$ cat src/rtl/apb_master_if.sv
// apb_master_if: groups the command, response and APB bus signals of apb_master.
//   Command  : cmd_valid/cmd_ready handshake, cmd_addr, cmd_write, cmd_wdata, cmd_strb
//   Response : rsp_valid/rsp_ready handshake, rsp_rdata, rsp_err, rsp_tmo
//   APB      : paddr, pwrite, psel, penable, pwdata, pstrb (out), prdata, pready, pslverr (in)
// Modport master is the bridge side; modport slave is the environment side (command source,
// response sink and APB slave).
interface apb_master_if #(
    parameter int unsigned DW = 32,
    parameter int unsigned AW = 5
);
    localparam int unsigned SW = DW / 8;

    logic          cmd_valid;
    logic          cmd_ready;
    logic [AW-1:0] cmd_addr;
    logic          cmd_write;
    logic [DW-1:0] cmd_wdata;
    logic [SW-1:0] cmd_strb;

    logic          rsp_valid;
    logic          rsp_ready;
    logic [DW-1:0] rsp_rdata;
    logic          rsp_err;
    logic          rsp_tmo;

    logic [AW-1:0] paddr;
    logic          pwrite;
    logic          psel;
    logic          penable;
    logic [DW-1:0] pwdata;
    logic [SW-1:0] pstrb;
    logic [DW-1:0] prdata;
    logic          pready;
    logic          pslverr;

    modport master (
        input  cmd_valid, cmd_addr, cmd_write, cmd_wdata, cmd_strb,
        output cmd_ready,
        output rsp_valid, rsp_rdata, rsp_err, rsp_tmo,
        input  rsp_ready,
        output paddr, pwrite, psel, penable, pwdata, pstrb,
        input  prdata, pready, pslverr
    );

    modport slave (
        output cmd_valid, cmd_addr, cmd_write, cmd_wdata, cmd_strb,
        input  cmd_ready,
        input  rsp_valid, rsp_rdata, rsp_err, rsp_tmo,
        output rsp_ready,
        input  paddr, pwrite, psel, penable, pwdata, pstrb,
        output prdata, pready, pslverr
    );
endinterface

$ cat src/rtl/apb_master.sv
// apb_master: single-outstanding APB master bridge.
// Takes one read/write command, runs an APB SETUP->ACCESS transfer, waits for pready (bounded
// by a timeout of TMO wait cycles, 0 disables it) and returns read data, slave error and
// timeout status on the response handshake.
// Ports:
//   pclk   - clock
//   preset - synchronous active-high reset
//   bus    - apb_master_if.master (command, response and APB signals)
// All APB and response outputs are registered; cmd_ready is combinational from state and reset.
module apb_master #(
    parameter int unsigned DW  = 32,
    parameter int unsigned AW  = 5,
    parameter int unsigned TMO = 16
) (
    input logic          pclk,
    input logic          preset,
    apb_master_if.master bus
);
    localparam int unsigned SW = DW / 8;
    // Keep the counter at least one bit wide even when the timeout is disabled.
    localparam int unsigned CW = (TMO > 0) ? $clog2(TMO + 1) : 1;
    localparam logic [CW-1:0] TmoMax  = CW'(TMO);
    localparam logic [CW-1:0] TmoLast = CW'((TMO > 0) ? TMO - 1 : 0);

    typedef enum logic [1:0] {StIdle, StSetup, StAccess, StResp} state_e;

    state_e        state_q, state_d;
    logic [CW-1:0] cnt_q, cnt_d;
    logic [AW-1:0] paddr_q, paddr_d;
    logic          pwrite_q, pwrite_d;
    logic          psel_q, psel_d;
    logic          penable_q, penable_d;
    logic [DW-1:0] pwdata_q, pwdata_d;
    logic [SW-1:0] pstrb_q, pstrb_d;
    logic          rsp_valid_q, rsp_valid_d;
    logic [DW-1:0] rsp_rdata_q, rsp_rdata_d;
    logic          rsp_err_q, rsp_err_d;
    logic          rsp_tmo_q, rsp_tmo_d;
    logic          cmd_ready;

    assign cmd_ready = (state_q == StIdle) && !preset;

    always_comb begin
        state_d     = state_q;
        cnt_d       = cnt_q;
        paddr_d     = paddr_q;
        pwrite_d    = pwrite_q;
        psel_d      = psel_q;
        penable_d   = penable_q;
        pwdata_d    = pwdata_q;
        pstrb_d     = pstrb_q;
        rsp_valid_d = rsp_valid_q;
        rsp_rdata_d = rsp_rdata_q;
        rsp_err_d   = rsp_err_q;
        rsp_tmo_d   = rsp_tmo_q;

        unique case (state_q)
            StIdle: begin
                if (bus.cmd_valid && cmd_ready) begin
                    paddr_d  = bus.cmd_addr;
                    pwrite_d = bus.cmd_write;
                    pwdata_d = bus.cmd_wdata;
                    // Strobes carry no meaning on reads, so drive them low.
                    pstrb_d  = bus.cmd_write ? bus.cmd_strb : '0;
                    psel_d   = 1'b1;
                    cnt_d    = '0;
                    state_d  = StSetup;
                end
            end
            StSetup: begin
                penable_d = 1'b1;
                state_d   = StAccess;
            end
            StAccess: begin
                // pready is checked first so a completion beats a coincident timeout.
                if (bus.pready) begin
                    psel_d      = 1'b0;
                    penable_d   = 1'b0;
                    rsp_valid_d = 1'b1;
                    rsp_rdata_d = pwrite_q ? '0 : bus.prdata;
                    rsp_err_d   = bus.pslverr;
                    rsp_tmo_d   = 1'b0;
                    state_d     = StResp;
                end else if ((TMO != 0) && (cnt_q == TmoLast)) begin
                    cnt_d       = TmoMax;
                    psel_d      = 1'b0;
                    penable_d   = 1'b0;
                    rsp_valid_d = 1'b1;
                    rsp_rdata_d = '0;
                    rsp_err_d   = 1'b1;
                    rsp_tmo_d   = 1'b1;
                    state_d     = StResp;
                end else if (TMO != 0) begin
                    cnt_d = cnt_q + CW'(1);
                end
            end
            StResp: begin
                if (bus.rsp_ready) begin
                    rsp_valid_d = 1'b0;
                    state_d     = StIdle;
                end
            end
            default: state_d = StIdle;
        endcase
    end

    always_ff @(posedge pclk) begin
        if (preset) begin
            state_q     <= StIdle;
            cnt_q       <= '0;
            paddr_q     <= '0;
            pwrite_q    <= 1'b0;
            psel_q      <= 1'b0;
            penable_q   <= 1'b0;
            pwdata_q    <= '0;
            pstrb_q     <= '0;
            rsp_valid_q <= 1'b0;
            rsp_rdata_q <= '0;
            rsp_err_q   <= 1'b0;
            rsp_tmo_q   <= 1'b0;
        end else begin
            state_q     <= state_d;
            cnt_q       <= cnt_d;
            paddr_q     <= paddr_d;
            pwrite_q    <= pwrite_d;
            psel_q      <= psel_d;
            penable_q   <= penable_d;
            pwdata_q    <= pwdata_d;
            pstrb_q     <= pstrb_d;
            rsp_valid_q <= rsp_valid_d;
            rsp_rdata_q <= rsp_rdata_d;
            rsp_err_q   <= rsp_err_d;
            rsp_tmo_q   <= rsp_tmo_d;
        end
    end

    assign bus.cmd_ready = cmd_ready;
    assign bus.paddr     = paddr_q;
    assign bus.pwrite    = pwrite_q;
    assign bus.psel      = psel_q;
    assign bus.penable   = penable_q;
    assign bus.pwdata    = pwdata_q;
    assign bus.pstrb     = pstrb_q;
    assign bus.rsp_valid = rsp_valid_q;
    assign bus.rsp_rdata = rsp_rdata_q;
    assign bus.rsp_err   = rsp_err_q;
    assign bus.rsp_tmo   = rsp_tmo_q;
endmodule
$ cat src/flat_wrapper.sv
// flat-port wrapper written by rule: the top's interface ports become plain ports
module apb_master_flat 
#(
    parameter int unsigned DW  = 32,
    parameter int unsigned AW  = 5,
    parameter int unsigned TMO = 16
)
  (pclk, preset, bus_cmd_valid, bus_cmd_addr, bus_cmd_write, bus_cmd_wdata, bus_cmd_strb, bus_cmd_ready, bus_rsp_valid, bus_rsp_rdata, bus_rsp_err, bus_rsp_tmo, bus_rsp_ready, bus_paddr, bus_pwrite, bus_psel, bus_penable, bus_pwdata, bus_pstrb, bus_prdata, bus_pready, bus_pslverr);
  apb_master_if #(.DW(DW), .AW(AW)) bus_i ();
  input logic pclk;
  input logic preset;
  input wire logic [$bits(bus_i.cmd_valid)-1:0] bus_cmd_valid;
  input wire logic [$bits(bus_i.cmd_addr)-1:0] bus_cmd_addr;
  input wire logic [$bits(bus_i.cmd_write)-1:0] bus_cmd_write;
  input wire logic [$bits(bus_i.cmd_wdata)-1:0] bus_cmd_wdata;
  input wire logic [$bits(bus_i.cmd_strb)-1:0] bus_cmd_strb;
  output wire logic [$bits(bus_i.cmd_ready)-1:0] bus_cmd_ready;
  output wire logic [$bits(bus_i.rsp_valid)-1:0] bus_rsp_valid;
  output wire logic [$bits(bus_i.rsp_rdata)-1:0] bus_rsp_rdata;
  output wire logic [$bits(bus_i.rsp_err)-1:0] bus_rsp_err;
  output wire logic [$bits(bus_i.rsp_tmo)-1:0] bus_rsp_tmo;
  input wire logic [$bits(bus_i.rsp_ready)-1:0] bus_rsp_ready;
  output wire logic [$bits(bus_i.paddr)-1:0] bus_paddr;
  output wire logic [$bits(bus_i.pwrite)-1:0] bus_pwrite;
  output wire logic [$bits(bus_i.psel)-1:0] bus_psel;
  output wire logic [$bits(bus_i.penable)-1:0] bus_penable;
  output wire logic [$bits(bus_i.pwdata)-1:0] bus_pwdata;
  output wire logic [$bits(bus_i.pstrb)-1:0] bus_pstrb;
  input wire logic [$bits(bus_i.prdata)-1:0] bus_prdata;
  input wire logic [$bits(bus_i.pready)-1:0] bus_pready;
  input wire logic [$bits(bus_i.pslverr)-1:0] bus_pslverr;
  assign bus_i.cmd_valid = bus_cmd_valid;
  assign bus_i.cmd_addr = bus_cmd_addr;
  assign bus_i.cmd_write = bus_cmd_write;
  assign bus_i.cmd_wdata = bus_cmd_wdata;
  assign bus_i.cmd_strb = bus_cmd_strb;
  assign bus_cmd_ready = bus_i.cmd_ready;
  assign bus_rsp_valid = bus_i.rsp_valid;
  assign bus_rsp_rdata = bus_i.rsp_rdata;
  assign bus_rsp_err = bus_i.rsp_err;
  assign bus_rsp_tmo = bus_i.rsp_tmo;
  assign bus_i.rsp_ready = bus_rsp_ready;
  assign bus_paddr = bus_i.paddr;
  assign bus_pwrite = bus_i.pwrite;
  assign bus_psel = bus_i.psel;
  assign bus_penable = bus_i.penable;
  assign bus_pwdata = bus_i.pwdata;
  assign bus_pstrb = bus_i.pstrb;
  assign bus_i.prdata = bus_prdata;
  assign bus_i.pready = bus_pready;
  assign bus_i.pslverr = bus_pslverr;
  apb_master #(.DW(DW), .AW(AW), .TMO(TMO)) u_core (.pclk(pclk), .preset(preset), .bus(bus_i));
endmodule
$ cat config.mk
export PLATFORM = sky130hd
export DESIGN_NAME = apb_master_flat
export DESIGN_NICKNAME = d
export VERILOG_FILES = /design/src/rtl/apb_master_if.sv /design/src/rtl/apb_master.sv /design/src/flat_wrapper.sv
export SDC_FILE = /design/constraint.sdc
export NUM_CORES = 1
export LEC_CHECK = 0
export ABC_CLOCK_PERIOD_IN_PS = 1620
export CORE_MARGIN = 2
export CORE_UTILIZATION = 36
export CTS_BUF_LIST = sky130_fd_sc_hd__clkbuf_4
export DETAILED_ROUTE_END_ITERATION = 8
export GPL_ROUTABILITY_DRIVEN = 1
export HOLD_SLACK_MARGIN = 0.12
export PLACE_DENSITY_LB_ADDON = 0.12
export SYNTH_ARGS = -nofsm -noshare
export SYNTH_HDL_FRONTEND = slang
export SYNTH_SLANG_ARGS = --single-unit
$ cat constraint.sdc
create_clock -name pclk -period 1.62 [get_ports pclk]
set_input_delay 0.162 -clock pclk [delete_from_list [all_inputs] [get_ports pclk]]
set_output_delay 0.162 -clock pclk [all_outputs]
set_load 0.05 [all_outputs]
### After elaboration in Yosys (flattened, before gate mapping)

Index checks and enable logic that the tools add are counted.

* register bits after elaboration: 86

* add/subtract/negate cells: 1
* mux-type cells: 24
* equality and inequality tests: 8
* reduce and logical (&&, ||, !) cells: 15

Operators with widths (count)
* $mux 32: 3
* $mux 5: 3
* $reduce_and 3->1: 4
* $pmux 5 s2: 1
* $mux 1: 8
* $mux 2: 4
* $pmux 2 s4: 1
* $reduce_bool 2->1: 4
* $ne 2x2->1 const B: 3
* $pmux 1 s2: 3
* $reduce_and 2->1: 3
* $add 5x1->5 const B: 1
* $eq 5x4->1 const B: 1
* $eq 2x2->1 const B: 2
* $mux 4: 1
* $ne 3x2->1 const B: 1
* $eq 2x1->1 const B: 1
* $logic_and 1x1->1: 2
* $logic_not 2->1: 1
* $logic_not 1->1: 1

### Logic depth before layout (Yosys ltp)

Gate-level depths: netlist of the first run.

* depth after elaboration: 5
* mapped depth: 8
* gate-level depth less buffers: 7

### Least setup slack after synthesis of the first run

No wires, ideal clock.

* kind: reg-to-reg
* start point: reg u_core.cnt_q[0]
* end point: reg u_core.rsp_rdata_q[10], in the netlist u_core.bus.rsp_rdata[10]
* period minus slack after synthesis: 1.741 ns
* data required time: 1.554 ns
* slack: -0.121 ns
* path buffers: 1
* stages on the path, launching flop included: 8
* setup time: 0.066 ns
* arrival: 1.675 ns
* cells stage by stage: dfxtp_1 > ha_1 > and3_1 > ha_1 > o21ai_1 > clkbuf_1 > a22oi_1 > nor2_1

* cells in the longest elaborated chain, start to end: 3

Ends and longest elaborated chain
* start, declared: RTL line apb_master.sv:28 `logic [CW-1:0] cnt_q, cnt_d;`
* start signal, assigned: RTL line apb_master.sv:123 `cnt_q <= cnt_d;`
* $eq 5x4->1: RTL line apb_master.sv:84 `end else if ((TMO != 0) && (cnt_q == TmoLast)) begin`
* $reduce_bool 2->1 (no line)
* $reduce_and 2->1 (no line)
* end signal, assigned: RTL line apb_master.sv:131 `rsp_rdata_q <= rsp_rdata_d;`
* end, declared: RTL line apb_master.sv:36 `logic [DW-1:0] rsp_rdata_q, rsp_rdata_d;`

No other way between the ends.
A chain may end at the register's enable or synchronous reset.

### Worst setup path after layout of the first run

* start point: reg u_core.cnt_q[0]
* end point: reg u_core.rsp_rdata_q[23], in the netlist u_core.bus.rsp_rdata[23]

The elaborated chain is that of the path after synthesis.

==> results of run 1 <==
## power by group through the flow
stage          Clock [mW]  Sequential [mW]  Combinational [mW]
2_1_floorplan           0             3.77                1.08
3_3_place_gp            0             2.68                3.28
3_5_place_dp            0             2.69                3.31
4_1_cts              1.58             2.66                3.81
5_1_grt              1.65             2.73                4.11
6_report             1.53             2.69                3.86
## logic make-up after synthesis
family                     Yosys count
AOI/OAI and AO/OA                   56
adders and majority gates            6
buffers and inverters               33
DFF                                 86
muxes                                2
and+or+nand+nor                    185
## cell type report
type                       instances  share of cell area, %
timing repair buffer             198                   33.5
sequential                        86                   32.0
multi-input combinational        250                   28.1
clock buffer                      10                   1.39
tap                              108                   2.50
inverter                           6                  0.463
clock inverter                     6                   2.04
## per-layer routing
| metal | global-route usage (%) | wire length [um] | vias up |
|---|---|---|---|
| li1 | - | - | 1602 |
| met1 | 24.2 | 4070 | 1499 |
| met2 | 32.8 | 4630 | 120 |
| met3 | 6.01 | 767 | 9 |
| met4 | 4.81 | 84 | 0 |
| met5 | 0 | 0 | - |
## flip-flops by register name (all words and copies together) (netlist names)
| register | cells |
|---|---|
| u_core.bus.rsp_rdata | 32 |
| u_core.bus.rsp_err | 1 |
| u_core.bus.penable | 1 |
| u_core.bus.pwrite | 1 |
| u_core.state_q | 2 |
| u_core.bus.psel | 1 |
| u_core.bus.rsp_valid | 1 |
| u_core.bus.paddr | 5 |
| u_core.bus.rsp_tmo | 1 |
| u_core.bus.pwdata | 32 |
| u_core.cnt_q | 5 |
| u_core.bus.pstrb | 4 |
## final timing paths
path                                            endpoint  slack, ps  cells after the start
worst min register to register       u_core.bus.pstrb[1]        460                      2
worst min-delay path            u_core.bus.rsp_rdata[24]        220                      3
worst max register to register  u_core.bus.rsp_rdata[23]        -70                      9
worst max-delay path            u_core.bus.rsp_rdata[23]        -70                      9
## critical path, cell delays in order, from the launching register on
cell	delay, ps
sky130_fd_sc_hd__dfxtp_2	360
sky130_fd_sc_hd__ha_4	150
sky130_fd_sc_hd__and3_4	180
sky130_fd_sc_hd__ha_4	170
sky130_fd_sc_hd__buf_6	110
sky130_fd_sc_hd__o21ai_4	240
sky130_fd_sc_hd__buf_6	160
sky130_fd_sc_hd__buf_16	120
sky130_fd_sc_hd__a22oi_2	50
sky130_fd_sc_hd__nor2_1	110
## cells in the final DEF (no fill, tap or decap), types with 4 or more instances in the layout
cell type                          n
sky130_fd_sc_hd__buf_12            5
sky130_fd_sc_hd__clkdlybuf4s50_1  78
sky130_fd_sc_hd__clkbuf_4         10
sky130_fd_sc_hd__a22oi_2          16
sky130_fd_sc_hd__ha_4              4
sky130_fd_sc_hd__nand3_1          42
sky130_fd_sc_hd__dlygate4sd2_1     7
sky130_fd_sc_hd__nor2_1           40
sky130_fd_sc_hd__a21oi_1          12
sky130_fd_sc_hd__nand2b_1          4
sky130_fd_sc_hd__buf_6             9
sky130_fd_sc_hd__dfxtp_1          82
sky130_fd_sc_hd__buf_4            96
sky130_fd_sc_hd__nand2_1          82
sky130_fd_sc_hd__a22oi_1          16
## stage by stage
step           hold slack (ps)  util (%)  cell area [um^2]  std cells
4_1_cts                    204      61.9              5340        664
3_3_place_gp               441      56.1              4850        631
5_1_grt                    196      62.6              5400        664
2_1_floorplan              261         -              3210        368
3_5_place_dp               446      56.1              4850        631
6_report                   215      62.6              5400        664
## repair_timing
item	CTS	global route
cloned	3	0
pin swaps	19	14
gates resized for setup	41	20
setup endpoints to repair	77	70
setup buffers	14	2
==> impl_summary.md, run 1 <==
Timing
Subtracting the final worst setup slack from the clock period gives 1690 ps. The tightest slew margin relative to the limit is 67.6%. After routing, the total negative slack on setup checks comes to -576 ps. The number of failing setup endpoints in the final timing report is 22. The number of endpoints with negative hold slack in the final report is 0. Setup repair after global routing could not meet its margin everywhere. The count of pins over their slew limit is 0. The final critical path takes up 104% of the cycle. The maximum clock skew at final layout is 14.9 ps. Static timing analysis puts the maximum clock frequency at 593 MHz.

The least setup slack across all paths after layout is -67.3 ps. At the pin with the least slew margin, the transition time is 488 ps.

Final layout
The sequential cell area is 0.00173 mm^2. The signed area change from the synthesized netlist to the final layout is 70.2%. The final net count is 637. The total of fill cells in the finished design is 736. In the final layout, the share of cells above drive strength 1 is 30.6%. The number of antenna diodes in the final layout is 0. The area of the multi-input gates is 0.00152 mm^2.

Synth
In this run the cell area of the synthesized design comes to 0.00318 mm^2. After synthesis, the cell types taking the most area are sky130_fd_sc_hd__dfxtp_1 (54%), sky130_fd_sc_hd__nand2_1 (9.7%), sky130_fd_sc_hd__a22oi_1 (7.6%). The compound-gate portion of the synthesized area is 12.6%. The number of enable-type register cells in the synthesized netlist is 0.

The synthesized netlist net count is 454. The post-synthesis cell type with the largest combined area is sky130_fd_sc_hd__dfxtp_1. The synthesized netlist devotes 0% of its cell area to XOR and XNOR gates. Measured against the total synthesized area, the mux share comes to 0.630%. Summing the areas of all fa, ha and maj instances in the mapped netlist gives 2.36% of the synthesized area. The number of different library cells in the post-synthesis netlist is 31. The gate count of the mapped netlist is 368. The largest family of logic cells by synthesized area is simple AND/OR/NAND/NOR gates. The most common flop cell mapped by yosys is sky130_fd_sc_hd__dfxtp_1. The share of the Yosys chip area taken by registers is 54.2%. The number of warnings issued by yosys is 0. After synthesis the netlist holds a flip-flop and latch count of 86. Dividing the synthesized area by the synthesized cell count gives 8.63 um^2.

The share of the synthesized area in the top cell type is 54.2%. The async set-reset flop share out of synthesis is 0%. After synthesis, the most frequently instantiated cells are sky130_fd_sc_hd__dfxtp_1 (86), sky130_fd_sc_hd__nand2_1 (82), sky130_fd_sc_hd__nand3_1 (42). The post-synthesis simple-gate area fraction is 25.6%. Among all cell types in the netlist, the one instantiated most often is sky130_fd_sc_hd__dfxtp_1.

Worst setup path
The startpoint identified for the worst register-to-register timing path is u_core.cnt_q[0]. STA puts the critical path data required time at 1980 ps. The critical path in this run is classified as register to register.

Data arrives at the worst endpoint at 2050 ps. The origin of the worst setup path is u_core.cnt_q[0]. The largest fanout on the critical path is 7. The element type at the critical path start is a register.

The category of the worst setup path capture point is a register.

Placement
Routability-driven placement finished with a final weighted congestion of 0.753. The detailed-placement wirelength estimate is 6.16 mm. The post-place setup slack is -525 ps. In this run the tool buffered the top-level ports with 159 buffer cells.

Detailed routing
The number of violations reported at the end of detailed-routing iteration 0 is 114. The number of vias per cell after detailed routing is 4.86. Once detail routing completed, the nets flagged for antenna violations numbered 0.

The final route contains 3230 vias. Dividing the detail-routed wire length by the instance count gives 14.4 um. After detailed routing, the total wire length is 9.55 mm. The total DRC errors in the routed layout is 0. The first detailed-routing pass took 4 iterations.

Floorplan
The number of rows created at floorplan is 34. The core box area is 0.00864 mm^2. Once the floorplan was initialized, standard cells occupied 36.8% of the core. The number of top-level design ports is 160. In this run the horizontal extent of the chip is 97.9 um. The die is 97.9 um tall. The floorplan step defined a die boundary enclosing 0.00959 mm^2.

Power and ir drop
The post-route total power is 8.08 mW. Of the total power, registers draw 33.2%. The static leakage power is 2.40 nW.

The net switching component of the power is 3.23 mW. VDD sags by at most 0.000714 V. In this run, the combinational gates consume 47.8% of the power.

The share of power burned in the clock network is 19.0%. The internal portion of the total power is 4.85 mW. The power per cell area is 1500 mW/mm^2. Net switching is 39.9% of the power.

Clock tree
After clock tree synthesis, the flow added hold-fix buffers numbering 0. The largest buffer count on any clock path is 2. The cell sitting at the root of the clock tree is a sky130_fd_sc_hd__clkbuf_4. Clock-pin slew was measured on the worst setup and hold paths at 140 ps.

The CTS tree is done. The H-tree generated during clock tree synthesis spans 3 levels. The clock sink count is 86. The CTS buffer count is 9. The clock latency at the later pin of the worst-skew pair is 410 ps.

Global route
The first global-routing pass estimated 15.4 mm of wire. The number of antenna violations at the first check in global routing is 0. The global-route congestion overflow total is 0. Global routing used 19.4% of the available tracks across all layers.

Entering global routing, the biggest net connects 40 pins. The via count of the first global-routing pass is 3139.

Hold path
The worst hold-check path type is primary input to register. The origin of the worst min-delay path is preset.

Run status
The run finished, with violations left. The final reports fail on setup timing.

Run
The tool flagged a number of max-cap violations equal to 0.
No activity file was read; power rests on OpenSTA's default activity.
==> run 2: changes to the inputs <==
--- a/config.mk
+++ b/config.mk
@@ -5,7 +5,7 @@
 export SDC_FILE = /design/constraint.sdc
 export NUM_CORES = 1
 export LEC_CHECK = 0
-export ABC_CLOCK_PERIOD_IN_PS = 1620
+export ABC_CLOCK_PERIOD_IN_PS = 1700
 export CORE_MARGIN = 2
 export CORE_UTILIZATION = 36
 export CTS_BUF_LIST = sky130_fd_sc_hd__clkbuf_4
@@ -16,3 +16,4 @@
 export SYNTH_ARGS = -nofsm -noshare
 export SYNTH_HDL_FRONTEND = slang
 export SYNTH_SLANG_ARGS = --single-unit
+export TNS_END_PERCENT = 50
==> constraint.sdc (replaced) <==
create_clock -name pclk -period 1.7 [get_ports pclk]
set_input_delay 0.17 -clock pclk [delete_from_list [all_inputs] [get_ports pclk]]
set_output_delay 0.17 -clock pclk [all_outputs]
set_load 0.05 [all_outputs]
==> run 2 against run 1 <==
The run now ends clean. Via count fell by 4.1%. Non-clock buffer count shrank 16. Flip-flop and latch count stayed put. Worst hold slack worse by 22 ps. Clock power shrank 28%. Wire length is 7.3% lower. Combinational power down 17%. Power down 15%. Critical path depth shrank 2. Sequential share of layout area is 1.9 points higher. Register-to-register slack improved by 99 ps. Count of clock-buffer cells in the layout is the same. Critical path type unchanged. Largest power group unchanged.
==> impl_summary.md, run 2 (synthesis results as in run 1) <==
Worst setup path
The worst path arrival time is 2000 ps. The worst setup path is captured at a register. Data on the critical path is required at its endpoint by 2030 ps.

In this design, the largest share of critical-path delay is due to simple AND/OR/NAND/NOR gates. The logic depth of the worst setup path including buffers is 7. The worst register-to-register path has a depth of 7.

The startpoint identified for the worst register-to-register timing path is u_core.cnt_q[1]. Traced cell by cell, the critical path runs through ha_4 -> and3_4 -> ha_4 -> or3b_4 -> a21oi_4 -> nand2b_1 -> a21oi_1. The cell with the biggest individual delay on the critical path is sky130_fd_sc_hd__or3b_4.

The number of buffers and inverters on the critical path is 0. The critical path class is register to register. In this design, the stage delay of the slowest critical-path cell is 420 ps.

The library cell appearing most often on the critical path is sky130_fd_sc_hd__ha_4. In this run the worst path has a maximum fanout of 3. The worst setup path is launched from a register.

The most critical setup path has its startpoint at u_core.cnt_q[1].

Floorplan
The vertical die dimension is 97.9 um. After floorplanning, the core was sized to cover 0.00864 mm^2. The die area is 0.00959 mm^2. The initial utilization of the core area, before any placement, comes to 36.8%.

The number of top-level design ports is 160. The horizontal die dimension is 97.9 um. After floorplanning, the core was divided into 34 placement rows.

Clock tree
The clock tree synthesis step divided the H-tree into 3 levels. The clock passes through at most 2 buffers. TritonCTS built the clock tree. The cts-stage hold buffer count is 0. The cell at the root of the clock tree is sky130_fd_sc_hd__clkbuf_4. The clock sink count is 86.

After clock tree synthesis, the clock-pin slew on the worst setup and hold paths is 130 ps. The CTS buffer count is 9. The clock latency at the later pin of the worst-skew pair is 410 ps.

Global route
The number of antenna violations at the first check in global routing is 0. For this run, the total global-route usage over all layers was measured as 18.5%. The first global-routing pass estimated 14.5 mm of wire.

The via count of the first global-routing pass came to 2977. Entering global routing, the biggest net connects 44 pins. Global routing finished with a remaining overflow of 0.

Power and ir drop
For this design the total switching power over the nets is 2.87 mW. In this run the power density over the cells is 1340 mW/mm^2. Combinational logic burns 47.1% of the power. The static leakage power is 2.39 nW.

The internal power of the cells totals 3.97 mW. IR analysis of the VDD net gives a maximum drop of 0.000638 V. The share of power burned in the clock network is 16.0%. In this run switching power makes up 42.0% of total power. The sequential cell fraction of total power is 36.9%.

Detailed routing
The routed layout has 3097 vias. In the routed layout, each cell is associated on average with a via count of 4.79. The detailed-route wire length is 8.86 mm. The detail route stage leaves a number of antenna-violating nets equal to 0. The pre-antenna-repair detailed-routing pass consisted of 4 iterations. The number of violations reported at the end of detailed-routing iteration 0 is 76. The mean routed wirelength per cell is 13.7 um. The total DRC errors in the routed layout is 0.

Final layout
Leaving out filler cells and counting taps, the final layout contains 646. The final net count is 620. The share of final-layout standard cells stronger than drive strength 1 is 14.7%. The repair_antennas step left the layout with diodes totalling 0. The final design utilization is 59.1%. Relative to the synthesized area, the layout overhead comes to 60.6%. In the layout the commonest cells are sky130_fd_sc_hd__nand2_1 (82), sky130_fd_sc_hd__dfxtp_1 (82), sky130_fd_sc_hd__clkdlybuf4s50_1 (78), sky130_fd_sc_hd__dlygate4sd2_1 (62), sky130_fd_sc_hd__nand3_1 (41).

Timing
Setup repair after global routing could not meet its margin everywhere. The maximum clock skew at final layout is 15.2 ps. Measured against its own limit, the worst slew margin works out to 65.6%.

At the pin with the least slew margin, the transition time is 518 ps. For the finished layout, the period the worst path requires is 1670 ps. The number of endpoints with negative hold slack in the final report came to 0.

The count of pins over their slew limit was 0. After routing, the total negative slack on setup checks comes to 0 ps. Of the available clock period, the critical path in the final layout requires 98.1%. Setup violations remaining at the end of the flow were counted as 0. The maximum operating frequency is 600 MHz.

Placement
Counting tap cells, the placed design contains a total of 627 instances. The final weighted congestion in routability-driven placement is 0.914. The number of buffers inserted by port buffering is 159. The detailed-placement wirelength estimate is 6.29 mm.

Hold path
The cell depth of the worst min-delay path is 4. The worst hold path begins at preset. The worst hold-check path type is primary input to register.

Run status
The flow ran to the end, and the final reports show no timing, DRC or antenna violations.

Run
The max-capacitance violation count is 0.
==> run 2: cell types whose count changed in the layout (fill, tap and decap cells not counted), moves of 7 or more <==
| cell | before | now |
|---|---|---|
| sky130_fd_sc_hd__a22oi_2 | 16 | 0 |
| sky130_fd_sc_hd__a22oi_1 | 16 | 32 |
| sky130_fd_sc_hd__dlygate4sd2_1 | 7 | 62 |
| sky130_fd_sc_hd__buf_4 | 96 | 35 |
| sky130_fd_sc_hd__buf_6 | 9 | 2 |
==> run 2: final timing paths <==
check | to | slack (ps)
worst max-delay path | u_core.cnt_q[0] | 30
worst min-delay path | u_core.bus.pwdata[5] | 190
worst max register to register | u_core.cnt_q[0] | 30
worst min register to register | u_core.bus.pwdata[1] | 460
==> run 2: worst register-to-register path, delay by kind of cell (launching register included) <==
family	cells	cell delay, ps
flip-flops	1	350
AND/OR/NAND/NOR	3	660
adder cells (fa/ha/maj)	2	310
AO/OA/AOI/OAI	2	260
==> run 2: what timing repair did <==
action / in CTS / in global routing
pin swaps: 4 / 3
buffers inserted: 1 / 3
gates resized for setup: 76 / 9
setup endpoints to repair: 85 / 40
==> run 2: routing by layer <==
layer  wire, um  GRT usage (%)  share of wire (%)
met1       3850           22.7                 43
met2       3970           28.9                 45
met3        888           7.16                 10
met4        147           7.91                1.7
met5          0              0                  0
==> run 2: final cells by class <==
cell class                      instances  area (um^2)
Timing Repair Buffer                  182         1690
Sequential cell                        86         1730
Inverter                                6         22.5
Multi-Input combinational cell        249         1400
Clock buffer                           10         75.1
Clock inverter                          5         51.3
Tap cell                              108          135
Fill cell                             832         3530
==> run 2: stage by stage <==
step / setup WS, ps / power [mW] / hold WS (ps) / cell area, um^2
CTS: -71.2 / 6.85 / 165 / 5040
global route: -19.6 / 7.25 / 168 / 5100
floorplan: -40.6 / 4.61 / 269 / 3180
finish: 32.1 / 6.84 / 193 / 5100
detailed placement: -116 / 5.79 / 445 / 4930
global placement: -52.8 / 5.76 / 441 / 4930
==> run 2: power groups by stage <==
stage / combinational (mW) / clock [mW] / sequential [mW]
2_1_floorplan: 1.01 / 0 / 3.60
3_3_place_gp: 3.21 / 0 / 2.55
3_5_place_dp: 3.23 / 0 / 2.56
4_1_cts: 3.17 / 1.16 / 2.52
5_1_grt: 3.45 / 1.23 / 2.57
6_report: 3.22 / 1.10 / 2.52
==> run 3: changes to the inputs <==
--- a/config.mk
+++ b/config.mk
@@ -9,6 +9,7 @@
 export CORE_MARGIN = 2
 export CORE_UTILIZATION = 36
 export CTS_BUF_LIST = sky130_fd_sc_hd__clkbuf_4
+export CTS_CLUSTER_DIAMETER = 30
 export DETAILED_ROUTE_END_ITERATION = 8
 export GPL_ROUTABILITY_DRIVEN = 1
 export HOLD_SLACK_MARGIN = 0.12
==> results of run 3 <==
No change in the layout: final DEF, timing and power equal those of run 2.
